===== src/rtl/counter_sequencer.sv =====
// counter_sequencer: arms an external counter block, waits for its stop flag,
// snapshots every channel count and streams the enabled channels out, repeating
// for n_runs acquisitions per sequence.
// Optional feature macro: CNTSEQ_ACCUM_EN -- accumulate snapshots per channel
// (saturating) over all runs and stream only the sums after the final run.
module counter_sequencer #(
  parameter int unsigned N_CHN       = 32,
  parameter int unsigned TIMEOUT_CYC = 32'd1_000_000_000
) (
  input  logic                  clk,
  input  logic                  reset_n,
  input  logic                  run_req,
  input  logic [7:0]            n_runs,
  input  logic [N_CHN-1:0]      chan_en,
  input  logic                  abort,
  output logic                  cnt_start,
  input  logic                  cnt_stop,
  input  logic [32*N_CHN-1:0]   cnt_data,
  output logic                  out_valid,
  input  logic                  out_ready,
  output logic [31:0]           out_data,
  output logic [4:0]            out_chan,
  output logic [7:0]            out_run,
  output logic                  out_last,
  output logic                  busy,
  output logic                  done,
  output logic                  err_timeout
);

  localparam int unsigned DW = 32;
  localparam int unsigned CW = (N_CHN > 1) ? $clog2(N_CHN) : 1;

  typedef enum logic [2:0] {
    IDLE, ARM, WAIT_STOP, STREAM, WAIT_LOW, DONE
  } state_t;

  state_t           state;
  logic [7:0]       n_lat;
  logic [N_CHN-1:0] en_lat;
  logic [7:0]       run_idx;
  logic [31:0]      wdog;
  logic [N_CHN-1:0] pending;
  logic [DW-1:0]    snap [N_CHN];

  logic [CW-1:0]    sel;
  logic [N_CHN-1:0] rest;
  logic             last_run;
  logic             wdog_exp;

`ifdef CNTSEQ_ACCUM_EN
  function automatic logic [DW-1:0] sat_add(input logic [DW-1:0] a,
                                            input logic [DW-1:0] b);
    logic [DW:0] s;
    s = {1'b0, a} + {1'b0, b};
    return s[DW] ? '1 : s[DW-1:0];
  endfunction
`endif

  // Lowest pending channel, the mask left after it, and run/watchdog limits.
  always_comb begin
    sel = '0;
    for (int k = N_CHN - 1; k >= 0; k--) begin
      if (pending[k]) sel = CW'(k);
    end
    rest      = pending;
    rest[sel] = 1'b0;
    last_run  = ({1'b0, run_idx} + 9'd1) >= {1'b0, n_lat};
    wdog_exp  = (33'(wdog) + 33'd1) >= 33'(TIMEOUT_CYC);
  end

  // Sequencer FSM with registered outputs; abort overrides every transition.
  always_ff @(posedge clk or negedge reset_n) begin
    if (!reset_n) begin
      state       <= IDLE;
      n_lat       <= '0;
      en_lat      <= '0;
      run_idx     <= '0;
      wdog        <= '0;
      pending     <= '0;
      cnt_start   <= 1'b0;
      out_valid   <= 1'b0;
      out_data    <= '0;
      out_chan    <= '0;
      out_run     <= '0;
      out_last    <= 1'b0;
      busy        <= 1'b0;
      done        <= 1'b0;
      err_timeout <= 1'b0;
      for (int k = 0; k < N_CHN; k++) snap[k] <= '0;
    end else begin
      cnt_start <= 1'b0;
      done      <= 1'b0;
      if (abort && state != IDLE) begin
        state     <= IDLE;
        out_valid <= 1'b0;
        out_last  <= 1'b0;
        busy      <= 1'b0;
        done      <= 1'b1;
      end else begin
        case (state)
          IDLE: begin
            if (run_req) begin
              state       <= ARM;
              cnt_start   <= 1'b1;
              busy        <= 1'b1;
              err_timeout <= 1'b0;
              run_idx     <= '0;
              n_lat       <= (n_runs == 8'd0) ? 8'd1 : n_runs;
              en_lat      <= chan_en;
`ifdef CNTSEQ_ACCUM_EN
              for (int k = 0; k < N_CHN; k++) snap[k] <= '0;
`endif
            end
          end
          ARM: begin
            wdog  <= '0;
            state <= WAIT_STOP;
          end
          WAIT_STOP: begin
            if (cnt_stop) begin
`ifdef CNTSEQ_ACCUM_EN
              for (int k = 0; k < N_CHN; k++)
                snap[k] <= sat_add(snap[k], cnt_data[DW*k +: DW]);
              if (last_run) begin
                pending <= en_lat;
                state   <= STREAM;
              end else begin
                state <= WAIT_LOW;
              end
`else
              for (int k = 0; k < N_CHN; k++) snap[k] <= cnt_data[DW*k +: DW];
              pending <= en_lat;
              state   <= STREAM;
`endif
            end else if (wdog_exp) begin
              err_timeout <= 1'b1;
              done        <= 1'b1;
              busy        <= 1'b0;
              state       <= IDLE;
            end else if (wdog != '1) begin
              wdog <= wdog + 32'd1;
            end
          end
          STREAM: begin
            if (!out_valid || out_ready) begin
              if (|pending) begin
                out_valid <= 1'b1;
                out_data  <= snap[sel];
                out_chan  <= 5'(sel);
                out_run   <= run_idx;
                out_last  <= ~|rest;
                pending   <= rest;
              end else begin
                out_valid <= 1'b0;
                out_last  <= 1'b0;
                state     <= WAIT_LOW;
              end
            end
          end
          WAIT_LOW: begin
            if (!cnt_stop) begin
              if (!last_run) begin
                run_idx   <= run_idx + 8'd1;
                cnt_start <= 1'b1;
                state     <= ARM;
              end else begin
                done  <= 1'b1;
                state <= DONE;
              end
            end
          end
          DONE: begin
            busy  <= 1'b0;
            state <= IDLE;
          end
          default: state <= IDLE;
        endcase
      end
    end
  end

endmodule


===== config.mk =====
export PLATFORM = sky130hd
export DESIGN_NAME = counter_sequencer
export DESIGN_NICKNAME = d
export VERILOG_FILES = /design/src/rtl/counter_sequencer.sv
export SDC_FILE = /design/constraint.sdc
export NUM_CORES = 2
export LEC_CHECK = 0
export BUFFER_PORTS_ARGS = -buffer_cell sky130_fd_sc_hd__buf_2
export CORE_AREA = 2 2 435 437
export DETAILED_ROUTE_END_ITERATION = 8
export DIE_AREA = 0 0 437 439
export PLACE_DENSITY = 0.61
export REMOVE_ABC_BUFFERS = 1
export SLEW_MARGIN = 20
export SYNTH_ARGS = -nofsm -noshare
export SYNTH_HDL_FRONTEND = slang
export SYNTH_SLANG_ARGS = --single-unit

===== constraint.sdc =====
create_clock -name clk -period 3.1 [get_ports clk]
set_input_delay 0.62 -clock clk [delete_from_list [all_inputs] [get_ports clk]]
set_output_delay 0.62 -clock clk [all_outputs]
set_load 0.05 [all_outputs]

Word-level counts from Yosys, hierarchy flattened
Cells that the tools add are included.
{"block": "totals", "register_bits": 1190, "input_bits": 1070, "out_inout_bits": 51, "word_cells": 197}
{"block": "op_classes", "n_addsub": 4, "magnitude_cmp": 5, "eq_ne": 23, "n_mux": 87, "bitwise": 4, "reduce_logical": 27}
{"op": "two-way mux 32 bit", "n": 8}
{"op": "binary-select mux 32 bit (select 5 bit)", "n": 1}
{"op": "two-way mux 5 bit", "n": 32}
{"op": "case mux 32 bit (2 select lines)", "n": 2}
{"op": "OR reduction 32 bit", "n": 2}
{"op": "adder 32 x 1 -> 33 bit (second input constant)", "n": 1}
{"op": ">= comparator 33 x 30 -> 1 bit (second input constant)", "n": 1}
{"op": "adder 32 x 1 -> 32 bit (second input constant)", "n": 1}
{"op": "AND 32 bit", "n": 1}
{"op": "two-way mux 8 bit", "n": 4}
{"op": "!= test 32 bit (second input constant)", "n": 1}
{"op": "NOT 32 bit", "n": 1}
{"op": "two-way mux 1 bit", "n": 25}
{"op": "AND reduction 5 bit", "n": 5}
{"op": "two-way mux 3 bit", "n": 8}
{"op": "!= test 2 bit (second input constant)", "n": 10}
{"op": "!= test 3 bit (second input constant)", "n": 6}
{"op": "case mux 8 bit (2 select lines)", "n": 1}
{"op": "case mux 3 bit (5 select lines)", "n": 1}
{"op": "nonzero test 2 bit", "n": 6}
{"op": "adder 8 x 1 -> 9 bit (second input constant)", "n": 1}
{"op": ">= comparator 9 x 8 -> 1 bit", "n": 1}
{"op": "adder 8 x 1 -> 8 bit (second input constant)", "n": 1}
{"op": "logical NOT 8 bit", "n": 1}
{"op": "21 further kinds", "n": 29}

Logic depth before layout (Yosys ltp)
{"block": "depth", "word_depth": 44, "ltp_mapped": 13, "mapped_depth_nobuf": 11}

Worst setup path after synthesis
Ideal clock, no wire load.
{"block": "synth_path", "path_type": "register to register", "startpoint": "register wdog[0]", "endpoint": "register state[2]", "setup_time_ns": 0.128, "arrival_time_ns": 3.277, "slack_ns": -0.305, "path_stages_with_launch": 12, "synth_period_minus_slack_ns": 3.405, "path_cell_list": "dfrtp_1 ha_1 nand3_2 or4_1 buf_2 or2_0 or4b_1 a31oi_1 a2bb2oi_2 a21oi_4 a211oi_2 mux2_1"}
{"block": "synth_via", "elab_chain_cells": 4}
{"item": "start: declaration", "line": "41", "rtl": "logic [31:0] wdog;"}
{"item": "start signal: assignment", "line": "141", "rtl": "wdog <= wdog + 32'd1;"}
{"item": "adder 32 x 1 -> 33 bit", "line": "68", "rtl": "wdog_exp = (33'(wdog) + 33'd1) >= 33'(TIMEOUT_CYC);"}
{"item": ">= comparator 33 x 30 -> 1 bit", "line": "68"}
{"item": "!= test 4 bit (no source line)"}
{"item": "AND reduction 5 bit (no source line)"}
{"item": "end signal: assignment", "line": "74", "rtl": "state <= IDLE;"}
{"item": "end signal: assignment", "line": "94", "rtl": "state <= IDLE;"}
{"item": "end signal: assignment", "line": "103", "rtl": "state <= ARM;"}
{"item": "end: declaration", "line": "37", "rtl": "state_t state;"}
No other way between the ends.
A chain may end at the register's enable or synchronous reset.

Final worst setup path
{"block": "layout_path", "startpoint": "register wdog[0]", "endpoint": "register wdog[15]"}
{"block": "layout_via", "elab_chain_cells": 5, "word_cells_on_any_way": 11, "classes_between": "2 x add/sub; 1 x order compare; 3 x eq/ne; 4 x mux; 1 x reduce/logical"}
{"item": "parallel branches: the longest is 5 deep, another holds adder 32 x 1 -> 33 bit"}
Parallel ways; which one is timed is not known. The select of a mux whose other input is x is not followed.

==> flow_summary.ini <==
[critical_path]
worst_setup_path_start_kind = register
crit_slowest_cell = or4_4
worst_setup_path_end_kind = register
critPathKind = reg2reg
cp.arrival_ps = 3930
worstPathMaxFanout = 8
cp.required_ps = 3750
cpPeakStageDelay_ps = 540
path_cells = ha_4, nand3_2, or4_4, or2_1, or4b_4, a31oi_4, a2bb2oi_4, a21oi_4, buf_8, and3_4, a221o_1

[synth]
async_flop_share = 1.00
yosysMostFrequentCell = nand2_1
ys.warnings.count = 0
yosys.area.top_type_share = 0.545
yosysUniqueCellTypes = 80
syn_area_per_cell_sq_um = 8.14
synth_ff_type = dfrtp_1
yosys.area.top_type = dfrtp_1
ys_seq_area_frac = 0.545
synth_area_sq_um = 54600
ys_top_cells_by_count = nand2_1, dfrtp_1, clkbuf_1, nor2_1, a31oi_1
synth_area_leaders = dfrtp_1, nand2_1, clkbuf_1
ys_seq_elements = 1190
syn_inst = 6713
synth_edf_count = 0

[hold_path]
hp-class = in2reg

[sta]
finalMaxSlewViolations = 0
setup_viol = 55
fmax_mhz = 305
period_minus_slack_ps = 3280
rsz0062_at_grt = yes
setup_slack_ps = -179
timing.final.crit_share = 1.06
hold_viol = 0
slew_headroom = 0.397
clock_skew_ps = 36.3
tightest_slew_ps = 893

[global_route]
antenna_found_initial = 22
met2_usage = 0.426
grtUsageMet1 = 0.330
top_usage_layer = met2
grt_first_pass_wirelength_microns = 370000
gr-usage-all-layers = 0.261
overflow = 0
met3_usage = 0.0399
grt_max_degree = 132
grt_pass1_vias = 55948

[floorplan]
die_h_microns = 439
core_sq_um = 187000
die_x_microns = 437
die_area_sq_um = 192000
io_pins = 1121
start_util = 0.292
fp-row-count = 159

[finish]
areaGrowthSynthToFinish_pct = 47.6
fillers = 18229
nets = 9692
multiInputGateArea_sq_um = 25500
fin_util = 0.431
regArea_sq_um = 29800
layout-drive-gt1-share = 0.272

[power_and_ir_drop]
switchingPower_uw = 38000
p_int_uw = 51600
p_leak_uw = 0.0407
p_clk_frac = 0.196
p_per_area_nw_per_um2 = 1110
combPwrFrac = 0.488
p_seq_frac = 0.316
ir_drop_mv = 0.593
swShare = 0.424

[routing]
wire_per_inst_microns = 23.7
ant_nets = 0
wl_microns = 266000
drtIter0Drc = 5517
drc = 0
drt_first_pass_iters = 7
vias_per_cell = 5.09
vias = 57115

[placed_design]
dp_hpwl_microns = 186000
portBuffers = 1120
gp_congestion = 0.955
dp_slack_ps = -757

[cts]
cts_root_buf = clkbuf_16
numCtsBuffers = 139
cts_tree = done
clock_latency_ps = 810
clockBufferDepth = 3
htreeDepth = 4
path_clk_slew_ps = 60
clock_sinks = 1190

[run_status]
violations = setup timing
status = finished, violations left

[job]
drv_cap = 0
## stage by stage
stage | hold slack [ps] | std cells | TNS (ps) | instance area [sq um] | total power [uW]
3_5_place_dp | 460 | 10393 | -19230 | 66900 | 62200
2_1_floorplan | 324 | 6261 | - | 52900 | 43700
6_report | 38.2 | 11222 | -4630 | 80700 | 89600
5_1_grt | 16.5 | 11218 | -11090 | 80700 | 94300
3_3_place_gp | 456 | 10393 | -17090 | 66900 | 61700
4_1_cts | 0.101 | 11164 | -3360 | 78300 | 84900
## cell type report
type                       count  share of cell area
sequential                  1190               0.369
multi-input combinational   5036               0.316
timing repair buffer        2204               0.214
clock buffer                 194              0.0493
tap                         2495              0.0387
clock inverter                56              0.0110
inverter                      40             0.00186
antenna                        7            0.000217
## critical path, delay by kind of cell (launching register included)
family / cells / cell delay [ps]
DFF: 1 / 420
adders and majority gates: 1 / 170
buffers and inverters: 1 / 160
AOI/OAI and AO/OA: 4 / 830
and+or+nand+nor: 5 / 1540
## per-layer routing
layer | routed length (microns) | up-vias
met2 | 125000 | 2638
li1 | - | 25836
met4 | 17100 | 12
met3 | 18800 | 616
met5 | 74 | -
met1 | 105000 | 28013
## registers in the layout (all words and copies together), names as in the netlist
register	cells
err_timeout	1
pending	32
wdog	32
snap	1024
out_chan	5
out_data	32
out_last	1
n_lat	8
run_idx	8
cnt_start	1
out_run	8
done	1
en_lat	32
state	3
out_valid	1
busy	1
## power groups by stage
stage / clock [uW] / combinational [uW] / sequential, uW
after floorplan: 0 / 16700 / 27000
after global placement: 0 / 33900 / 27800
after detailed placement: 0 / 34300 / 27900
after CTS: 17800 / 39200 / 27900
after global routing: 18500 / 46800 / 29000
final: 17500 / 43700 / 28300
## layout by cell type (no fill, tap or decap), types with 29 or more instances in the layout
cell,count
nand2_1,3585
dfrtp_1,1189
buf_2,1119
dlygate4sd3_1,451
buf_4,419
nor2_1,192
clkbuf_16,148
a31oi_1,138
buf_12,108
o21ai_0,92
o221ai_1,82
nand3_1,78
buf_6,58
mux2i_1,57
a21oi_1,45
inv_1,39
and3_1,39
o22ai_1,39
mux2_2,32
nor3_1,31
a22o_1,30
clkbuf_8,29
## repair_timing
item / 4_1_cts / 5_1_grt
hold endpoints to repair: 505 / 0
pin swaps: 85 / 149
setup buffers: 60 / 48
resized for setup: 280 / 348
hold buffers: 451 / 0
setup endpoints to repair: 76 / 89
cloned: 15 / 14
## logic make-up (layout without fill, tap and decap cells)
family          count (synthesis)  after routing  share of synthesized area
compound gates                748            749                     0.0967
xor+xnor                       11             11                    0.00176
fa+ha+maj                      11             11                    0.00252
buf+inv                       492           2494                     0.0343
flops                        1190           1190                      0.545
mux                           114            114                     0.0217
other cells                     0              7                          0
simple gates                 4147           4151                      0.298
## path summary, 6_finish.rpt
path,cells past startpoint,from,slack (ps),endpoint
worst min register to register,2,out_chan[3],470,out_chan[3]
worst max-delay path,11,wdog[0],-180,wdog[15]
min in group asynchronous,2,reset_n,470,out_data[24]
worst max register to register,11,wdog[0],-180,wdog[15]
worst min-delay path,3,cnt_data[585],40,snap[425]
max in group asynchronous,4,reset_n,1540,snap[33]
Power figures use the tool's default switching activity.
